**src/rtl/light_chaser_gen.sv**
```systemverilog
// light_chaser_gen: WIDTH-bit LED pattern sequencer with a programmable step
// period and four motion modes (rotate left, rotate right, bounce, fill bar).
// light, step and wrap are all registered; no input reaches an output
// without passing through a flop.
module light_chaser_gen #(
    parameter int                 WIDTH        = 8,
    parameter int                 DIV_W        = 16,
    parameter logic [WIDTH-1:0]   INIT_PATTERN = {{(WIDTH-1){1'b0}}, 1'b1}
) (
    input  logic               clk,
    input  logic               rst,
    input  logic               enable,
    input  logic [1:0]         mode,
    input  logic [DIV_W-1:0]   div,
    input  logic               load,
    input  logic [WIDTH-1:0]   load_pattern,
    output logic [WIDTH-1:0]   light,
    output logic               step,
    output logic               wrap
);

    typedef enum logic {
        DIR_LEFT  = 1'b0,
        DIR_RIGHT = 1'b1
    } dir_e;

    localparam logic [1:0] MODE_ROL    = 2'b00;
    localparam logic [1:0] MODE_ROR    = 2'b01;
    localparam logic [1:0] MODE_BOUNCE = 2'b10;
    localparam logic [1:0] MODE_FILL   = 2'b11;

    localparam logic [WIDTH-1:0] LSB_ONE = {{(WIDTH-1){1'b0}}, 1'b1};

    logic [WIDTH-1:0] light_q, light_d;
    logic [DIV_W-1:0] cnt_q,   cnt_d;
    dir_e             dir_q,   dir_d;
    logic             step_q,  step_d;
    logic             wrap_q,  wrap_d;

    logic             end_hi;
    logic             end_lo;

    assign end_hi = light_q[WIDTH-1];
    assign end_lo = light_q[0];

    // State register: reset restores the power-on pattern and clears status.
    always_ff @(posedge clk) begin
        if (rst) begin
            light_q <= INIT_PATTERN;
            cnt_q   <= '0;
            dir_q   <= DIR_LEFT;
            step_q  <= 1'b0;
            wrap_q  <= 1'b0;
        end else begin
            light_q <= light_d;
            cnt_q   <= cnt_d;
            dir_q   <= dir_d;
            step_q  <= step_d;
            wrap_q  <= wrap_d;
        end
    end

    // Next state: load beats stepping; a step fires once the prescaler
    // count has reached div (also when div was lowered below the count).
    always_comb begin
        light_d = light_q;
        cnt_d   = cnt_q;
        dir_d   = dir_q;
        step_d  = 1'b0;
        wrap_d  = 1'b0;

        if (load) begin
            light_d = load_pattern;
            cnt_d   = '0;
            dir_d   = DIR_LEFT;
        end else if (enable) begin
            if (cnt_q >= div) begin
                cnt_d  = '0;
                step_d = 1'b1;
                case (mode)
                    MODE_ROL: begin
                        light_d = {light_q[WIDTH-2:0], light_q[WIDTH-1]};
                        wrap_d  = end_hi;
                    end
                    MODE_ROR: begin
                        light_d = {light_q[0], light_q[WIDTH-1:1]};
                        wrap_d  = end_lo;
                    end
                    MODE_BOUNCE: begin
                        if (end_hi && end_lo) begin
                            // Both ends lit: nowhere to go, just turn around.
                            dir_d  = (dir_q == DIR_LEFT) ? DIR_RIGHT : DIR_LEFT;
                            wrap_d = 1'b1;
                        end else if (dir_q == DIR_LEFT) begin
                            if (end_hi) begin
                                dir_d   = DIR_RIGHT;
                                light_d = light_q >> 1;
                                wrap_d  = 1'b1;
                            end else begin
                                light_d = light_q << 1;
                            end
                        end else begin
                            if (end_lo) begin
                                dir_d   = DIR_LEFT;
                                light_d = light_q << 1;
                                wrap_d  = 1'b1;
                            end else begin
                                light_d = light_q >> 1;
                            end
                        end
                    end
                    MODE_FILL: begin
                        if (&light_q) begin
                            light_d = LSB_ONE;
                            wrap_d  = 1'b1;
                        end else begin
                            light_d = (light_q << 1) | LSB_ONE;
                        end
                    end
                    default: begin
                        light_d = light_q;
                    end
                endcase
            end else begin
                cnt_d = cnt_q + 1'b1;
            end
        end
    end

    assign light = light_q;
    assign step  = step_q;
    assign wrap  = wrap_q;

endmodule

```
**config.mk**
```make
export PLATFORM = sky130hd
export DESIGN_NAME = light_chaser_gen
export DESIGN_NICKNAME = d
export VERILOG_FILES = /design/src/rtl/light_chaser_gen.sv
export SDC_FILE = /design/constraint.sdc
export NUM_CORES = 1
export LEC_CHECK = 0
export BUFFER_PORTS_ARGS = -buffer_cell sky130_fd_sc_hd__buf_2
export CORE_MARGIN = 10
export CORE_UTILIZATION = 48
export DETAILED_ROUTE_END_ITERATION = 7
export HOLD_SLACK_MARGIN = 0.15
export PLACE_DENSITY = 0.8
export SLEW_MARGIN = 10
export SYNTH_ARGS = -nofsm -noshare
export SYNTH_HDL_FRONTEND = slang
export SYNTH_SLANG_ARGS = --single-unit
```
**constraint.sdc**
```tcl
create_clock -name clk -period 3.2 [get_ports clk]
set_input_delay 0.96 -clock clk [delete_from_list [all_inputs] [get_ports clk]]
set_output_delay 0.96 -clock clk [all_outputs]
set_load 0.01 [all_outputs]
```
==> flow_summary.ini, run 1 <==
[outcome]
status = completed

[logic_synthesis]
postSynthAreaPerCell_um2 = 7.92
post_synth_edffs = 0
yosys.area.top_type_share_pct = 29.8
synth.distinct_cells = 37
netlist_top_cells_area = sky130_fd_sc_hd__dfxtp_1 (30%), sky130_fd_sc_hd__ha_1 (12%), sky130_fd_sc_hd__xor2_1 (6.3%)
synth_flop_cell = sky130_fd_sc_hd__dfxtp_1
synth-async-reset-ratio_pct = 0
ys.warnings.count = 0
synth-seq-area-share_pct = 29.8
postSynthRegisterBits = 27
synthDominantAreaCellType = sky130_fd_sc_hd__dfxtp_1
postSynthCellCount = 229
mappedNetlistNets = 276
netlist_area_mm2 = 0.00181

[global_route]
grt_max_degree = 17
first_pass_grt_wire_length_mm = 7.36
first_global_vias = 1663
grtUsageTotal_pct = 13.2
global_route.overflow_total = 0
grt_antenna_before_repair = 0

[timing]
tightestPinTransition_ns = 0.386
setup_viol = 0
maxSlewViolCount = 0
maxSlewHeadroom_pct = 74.1
timing_hold_violations_final = 0
fin_crit_ns = 2.90
tns_ns = 0
skew_ns = 0.0157
fmax_mhz = 344
grt_setup_unrepaired = false
hold-worst-slack_ns = 0.544
post-route-worst-setup-slack_ns = 0.297
final_min_period_over_clock_period_pct = 90.7

[cells_and_area]
antenna_cells_inserted = 0
fin_area_mm2 = 0.00212
ff_latch_area_um2 = 541
most_common_cell_after_layout_fill_and_taps_aside = sky130_fd_sc_hd__buf_2
layout-drive-gt1-share_pct = 19.0
instances_no_fill = 316
layout.cells.most_common_list = sky130_fd_sc_hd__buf_2 (39), sky130_fd_sc_hd__dfxtp_1 (27), sky130_fd_sc_hd__inv_1 (23), sky130_fd_sc_hd__nor2_1 (23), sky130_fd_sc_hd__nand2_1 (18)
num-fill-cells = 343
area.growth.synth_to_final_pct = 16.6
layout_nets = 316
multiInputGateArea_mm2 = 0.00115

[floorplan]
row_count = 22
floorplan.core_area_mm2 = 0.00366
io-pin-count = 40
die_area_mm2 = 0.00664
die_height_um = 81.5
die_span_x_um = 81.5
starting_density_of_the_core_pct = 49.6

[routing]
dr.pass1.iters = 4
post_drt_via_cell_ratio = 5.49
drc = 0
vias_after_detailed_routing = 1735
routed_wl_mm = 4.31
drt_first_iter_violations = 150
ant_nets = 0
avgRoutedWirePerCell_um = 13.6

[cts]
clock_tree.buffer_depth = 2
tritoncts = done
clkSlewWorstSetupHoldPaths_ns = 0.10
cts_num_sinks = 27
postCtsHoldBufs = 0
clk_root_buffer_cell = sky130_fd_sc_hd__clkbuf_8
cts_repair_resize_count = 0
number_of_clock_buffers_inserted_by_tritoncts = 3
insertion_delay_ns = 0.28
cts_htree_levels = 1
post-cts-setup-buffer-count = 0

[flow_run]
max_cap_viol_count = 0

[setup_path]
worst-endpoint-arrival_ns = 3.06
setup.worst_path.start_class = input port
endpoint_required_time_on_the_critical_path_ns = 3.35
setup.worst_path.end_class = flip-flop
path_max_fanout = 6
timing_worst_setup_path_type = in -> reg

[power_and_ir_drop]
vdd_drop_max_mv = 0.294
power_per_cell_area_mw_per_mm2 = 312
leakagePower_nw = 0.937

[worst_hold_path]
holdCritPathClass = reg -> reg

[place]
detailed_place_hpwl_mm = 3.38
detailed_place.area_mm2 = 0.00207
place_ws_ns = 0.0216
place_inst = 312
placement.io_buffers = 39
gp_congestion = 0.935
-- power by group --
group / leakage [nW] / switching [W] / total, W / internal, W
Clock: 0.0217 / 0.000108 / 0.000196 / 0.0000884
Sequential: 0.219 / 0.0000112 / 0.000354 / 0.000343
Combinational: 0.696 / 0.0000607 / 0.000110 / 0.0000490
-- area by class of cell --
class / count / share of cell area, %
Sequential cell: 27 / 25.5
Clock inverter: 1 / 0.355
Clock buffer: 3 / 1.95
Inverter: 23 / 4.08
Timing Repair Buffer: 43 / 10.6
Tap cell: 48 / 2.84
Multi-Input combinational cell: 171 / 54.6
-- registers in the layout (all words and copies together), names as in the netlist --
| name | cells |
|---|---|
| cnt_q | 16 |
| dir_q | 1 |
| light | 8 |
| step | 1 |
| wrap | 1 |
-- synth_stat cells (all sizes together), types with 5 or more instances --
library cell  number
nor2              23
nand4             10
o21ai             15
nand2             18
ha                17
a221o              5
xor2              13
and2               6
inv               23
a21oi             14
dfxtp             27
nand3              8
clkbuf             6
-- critical path, cell delays in order --
cell and delay, ns:
sky130_fd_sc_hd__buf_2 0.07, sky130_fd_sc_hd__inv_1 0.03, sky130_fd_sc_hd__ha_1 0.29, sky130_fd_sc_hd__a21oi_1 0.16, sky130_fd_sc_hd__o21ai_1 0.09, sky130_fd_sc_hd__or4_4 0.55, sky130_fd_sc_hd__or4_1 0.64, sky130_fd_sc_hd__o2111ai_1 0.17
sky130_fd_sc_hd__a21oi_1 0.09
-- kinds of logic (layout without fill, tap and decap cells) --
group                      count (synthesis)  count (layout)  share of synthesized area (%)
and+or+nand+nor                           84              84                           23.6
adders and majority gates                 17              17                           11.7
DFF                                       27              27                           29.8
AOI/OAI and AO/OA                         55              55                           21.1
buffers and inverters                     31              70                           6.55
xor gates and xnor gates                  15              15                           7.24
-- metrics by stage --
| stage | power (W) | util, % |
|---|---|---|
| after floorplan | 0.000426 | - |
| after global routing | 0.000697 | 57.8 |
| after CTS | 0.000665 | 57.8 |
| final | 0.000660 | 57.8 |
| after global placement | 0.000469 | 56.5 |
| after detailed placement | 0.000471 | 56.5 |
-- metal layers --
metal | vias to the layer above | global-route usage [%] | wire length [um]
met3 | 6 | 2.62 | 289
met4 | 0 | 3.63 | 42
met5 | - | 0 | 0
met2 | 58 | 21.8 | 2040
met1 | 773 | 17.2 | 1940
li1 | 898 | - | -
-- path summary, 6_finish.rpt --
| kind | from | cells past startpoint | slack [ns] | endpoint |
|---|---|---|---|---|
| min reg2reg | light[6]$_SDFFE_PP0P_ | 2 | 0.54 | light[6]$_SDFFE_PP0P_ |
| max | div[13] | 9 | 0.30 | light[3]$_SDFFE_PP0P_ |
| min | light[6]$_SDFFE_PP0P_ | 2 | 0.54 | light[6]$_SDFFE_PP0P_ |
| max reg2reg | cnt_q[13]$_SDFFE_PP0P_ | 7 | 0.77 | light[3]$_SDFFE_PP0P_ |
(Power assumes the default switching activity.)
==> inputs of run 2 (changes only) <==
--- a/config.mk
+++ b/config.mk
@@ -5,13 +5,14 @@
 export SDC_FILE = /design/constraint.sdc
 export NUM_CORES = 1
 export LEC_CHECK = 0
+export ABC_AREA = 1
 export BUFFER_PORTS_ARGS = -buffer_cell sky130_fd_sc_hd__buf_2
 export CORE_MARGIN = 10
 export CORE_UTILIZATION = 48
 export DETAILED_ROUTE_END_ITERATION = 7
 export HOLD_SLACK_MARGIN = 0.15
-export PLACE_DENSITY = 0.8
-export SLEW_MARGIN = 10
+export PLACE_DENSITY = 0.79
+export SLEW_MARGIN = 25
 export SYNTH_ARGS = -nofsm -noshare
 export SYNTH_HDL_FRONTEND = slang
 export SYNTH_SLANG_ARGS = --single-unit
==> flow_summary.ini, run 2 <==
[outcome]
status = completed

[place]
placement.io_buffers = 39
place_inst = 391
gp_congestion = 0.941
detailed_place_hpwl_mm = 3.80

[cts]
clock_tree.buffer_depth = 2
cts_htree_levels = 1
postCtsHoldBufs = 0
post-cts-setup-buffer-count = 0
clk_root_buffer_cell = sky130_fd_sc_hd__clkbuf_8
cts_num_sinks = 27
insertion_delay_ns = 0.27
tritoncts = done
number_of_clock_buffers_inserted_by_tritoncts = 3
cts_repair_resize_count = 0
clkSlewWorstSetupHoldPaths_ns = 0.09

[setup_path]
r2r_startpoint = cnt_q[9]$_SDFFE_PP0P_
path_max_fanout = 13
setup.worst_path.end_class = flip-flop
startpoint_of_the_most_critical_setup_path = div[15]
setup.worst_path.start_class = input port
critPathCapture = cnt_q[3]$_SDFFE_PP0P_
timing_worst_setup_path_type = in -> reg
endpoint_required_time_on_the_critical_path_ns = 3.40
worst_r2r_endpoint = cnt_q[3]$_SDFFE_PP0P_
timing.reg2reg.worst_path_depth = 10
ff2ff_setup_slack_ns = 1.31
worst-endpoint-arrival_ns = 2.49

[cells_and_area]
num-fill-cells = 407
number_of_flip_flops_in_the_largest_register = 16
antenna_cells_inserted = 0
instances_no_fill = 395
area.growth.synth_to_final_pct = 13.3
most_common_cell_after_layout_fill_and_taps_aside = sky130_fd_sc_hd__nand2_1
finalCoreUtilization_pct = 56.8
layout-drive-gt1-share_pct = 22.6
layout_nets = 393
top_register = cnt_q
layout.cells.most_common_list = sky130_fd_sc_hd__nand2_1 (64), sky130_fd_sc_hd__nor2_1 (57), sky130_fd_sc_hd__inv_1 (40)

[logic_synthesis]
synthesized_area_fraction_occupied_by_ao_oa_aoi_and_oai_cells_pct = 11.7
synth_flop_cell = sky130_fd_sc_hd__dfxtp_1
ys.warnings.count = 0
netlist_area_mm2 = 0.00203
synth-xor-area-share_pct = 3.01
synth-async-reset-ratio_pct = 0
synth_simple_gate_area_share_pct = 37.9
yosys-mux-area-fraction_pct = 0
post_synth_edffs = 0
synthDominantAreaCellType = sky130_fd_sc_hd__dfxtp_1
mappedNetlistNets = 353
synth.distinct_cells = 36
synth-seq-area-share_pct = 26.6
synth-adder-area-share_pct = 10.5
postSynthCellCount = 306
synth_top_family_by_area = simple AND/OR/NAND/NOR gates
postSynthAreaPerCell_um2 = 6.65
postSynthRegisterBits = 27
yosys.area.top_type_share_pct = 26.6
most_instantiated_library_cell_after_synthesis = sky130_fd_sc_hd__nand2_1
netlist_top_cells_area = sky130_fd_sc_hd__dfxtp_1 (27%), sky130_fd_sc_hd__nand2_1 (12%), sky130_fd_sc_hd__nor2_1 (11%)
synth_top_cells_by_count = sky130_fd_sc_hd__nand2_1 (64), sky130_fd_sc_hd__nor2_1 (57), sky130_fd_sc_hd__inv_1 (40), sky130_fd_sc_hd__dfxtp_1 (27), sky130_fd_sc_hd__a21oi_1 (21)

[timing]
fmax_mhz = 438
skew_ns = 0.00371
fin_crit_ns = 2.28
setup_viol = 0
tns_ns = 0
maxSlewHeadroom_pct = 67.5
final_min_period_over_clock_period_pct = 71.4
timing_hold_violations_final = 0
grt_setup_unrepaired = false
tightestPinTransition_ns = 0.487
maxSlewViolCount = 0

[routing]
vias_after_detailed_routing = 1999
drt_first_iter_violations = 140
ant_nets = 0
avgRoutedWirePerCell_um = 11.8
dr.pass1.iters = 4
drc = 0
post_drt_via_cell_ratio = 5.06
routed_wl_mm = 4.67

[power_and_ir_drop]
leakagePower_nw = 1.17
vdd_drop_max_mv = 0.215
power_per_cell_area_mw_per_mm2 = 300

[global_route]
grt_antenna_before_repair = 0
first_global_vias = 1861
global_route.overflow_total = 0
first_pass_grt_wire_length_mm = 7.85
grtUsageTotal_pct = 12.2
grt_max_degree = 17

[floorplan]
floorplan.core_area_mm2 = 0.00406
starting_density_of_the_core_pct = 50.1
die_area_mm2 = 0.00724
die_span_x_um = 85.1
io-pin-count = 40
row_count = 23
die_height_um = 85.1

[flow_run]
max_cap_viol_count = 0

[worst_hold_path]
min_from = cnt_q[0]$_SDFFE_PP0P_
holdCritPathClass = reg -> reg
whs_path_depth = 2
==> run 2: cell types whose count changed after synthesis, moves of 7 or more <==
cell,before,now
sky130_fd_sc_hd__inv_1,23,40
sky130_fd_sc_hd__nor2_1,23,57
sky130_fd_sc_hd__o21ai_0,13,2
sky130_fd_sc_hd__xor2_1,13,5
sky130_fd_sc_hd__a21oi_1,14,21
sky130_fd_sc_hd__nand2_1,18,64
sky130_fd_sc_hd__nand2_2,0,9
==> run 2: worst min-delay path by stage <==
stage | end
after global placement | cnt_q[0]$_SDFFE_PP0P_
final | cnt_q[0]$_SDFFE_PP0P_
after global routing | cnt_q[0]$_SDFFE_PP0P_
after CTS | cnt_q[0]$_SDFFE_PP0P_
after floorplan | cnt_q[1]$_SDFFE_PP0P_
after detailed placement | cnt_q[0]$_SDFFE_PP0P_
==> run 2: stage by stage <==
stage                     instance area, um^2  worst slack [ns]  power (W)  hold slack, ns
after detailed placement                 2260             0.640   0.000504           0.524
after floorplan                          2030             0.986   0.000458           0.488
after global routing                     2300             0.759   0.000726           0.572
final                                    2300             0.916   0.000691           0.538
after CTS                                2300             0.913   0.000693           0.543
after global placement                   2260             0.727   0.000502           0.506
==> run 2: layout make-up <==
class                   instances  area, um^2  share of cell area (%)
flip-flops and latches         27         541                    23.5
clock inverters                 1        5.00                   0.217
well taps                      50        62.6                    2.71
multi-input cells             229        1280                    55.8
repair buffers                 39         195                    8.47
clock buffers                   3        41.3                    1.79
inverters                      46         175                    7.60
==> run 2: kinds of logic after synthesis <==
logic type,after synthesis
AND/OR/NAND/NOR,166
buffers and inverters,50
AO/OA/AOI/OAI,39
flip-flops,27
adder cells (fa/ha/maj),17
XOR/XNOR,7
==> run 2: critical path, stage by stage <==
cell                      delay, ns
sky130_fd_sc_hd__buf_2         0.07
sky130_fd_sc_hd__inv_1         0.03
sky130_fd_sc_hd__ha_1          0.31
sky130_fd_sc_hd__a21oi_1       0.15
sky130_fd_sc_hd__o21ai_1       0.09
sky130_fd_sc_hd__nor2_2        0.22
sky130_fd_sc_hd__nand2_2       0.11
sky130_fd_sc_hd__nand2_2       0.12
sky130_fd_sc_hd__nand2_2       0.20
sky130_fd_sc_hd__nor3b_1       0.22
==> run 2: layer usage <==
metal / vias to the layer above / routed length [um] / global-route usage, %
met5: - / 0 / 0
met4: 0 / 39 / 2.84
met3: 5 / 264 / 2.77
met2: 41 / 2040 / 19.9
met1: 897 / 2330 / 15.8
li1: 1056 / - / -
==> run 2: power breakdown <==
part           internal [W]  switching (W)  total, W  leakage, nW
combinational     0.0000544      0.0000829  0.000137        0.924
sequential         0.000345      0.0000146  0.000360        0.220
clock             0.0000874       0.000107  0.000194       0.0255
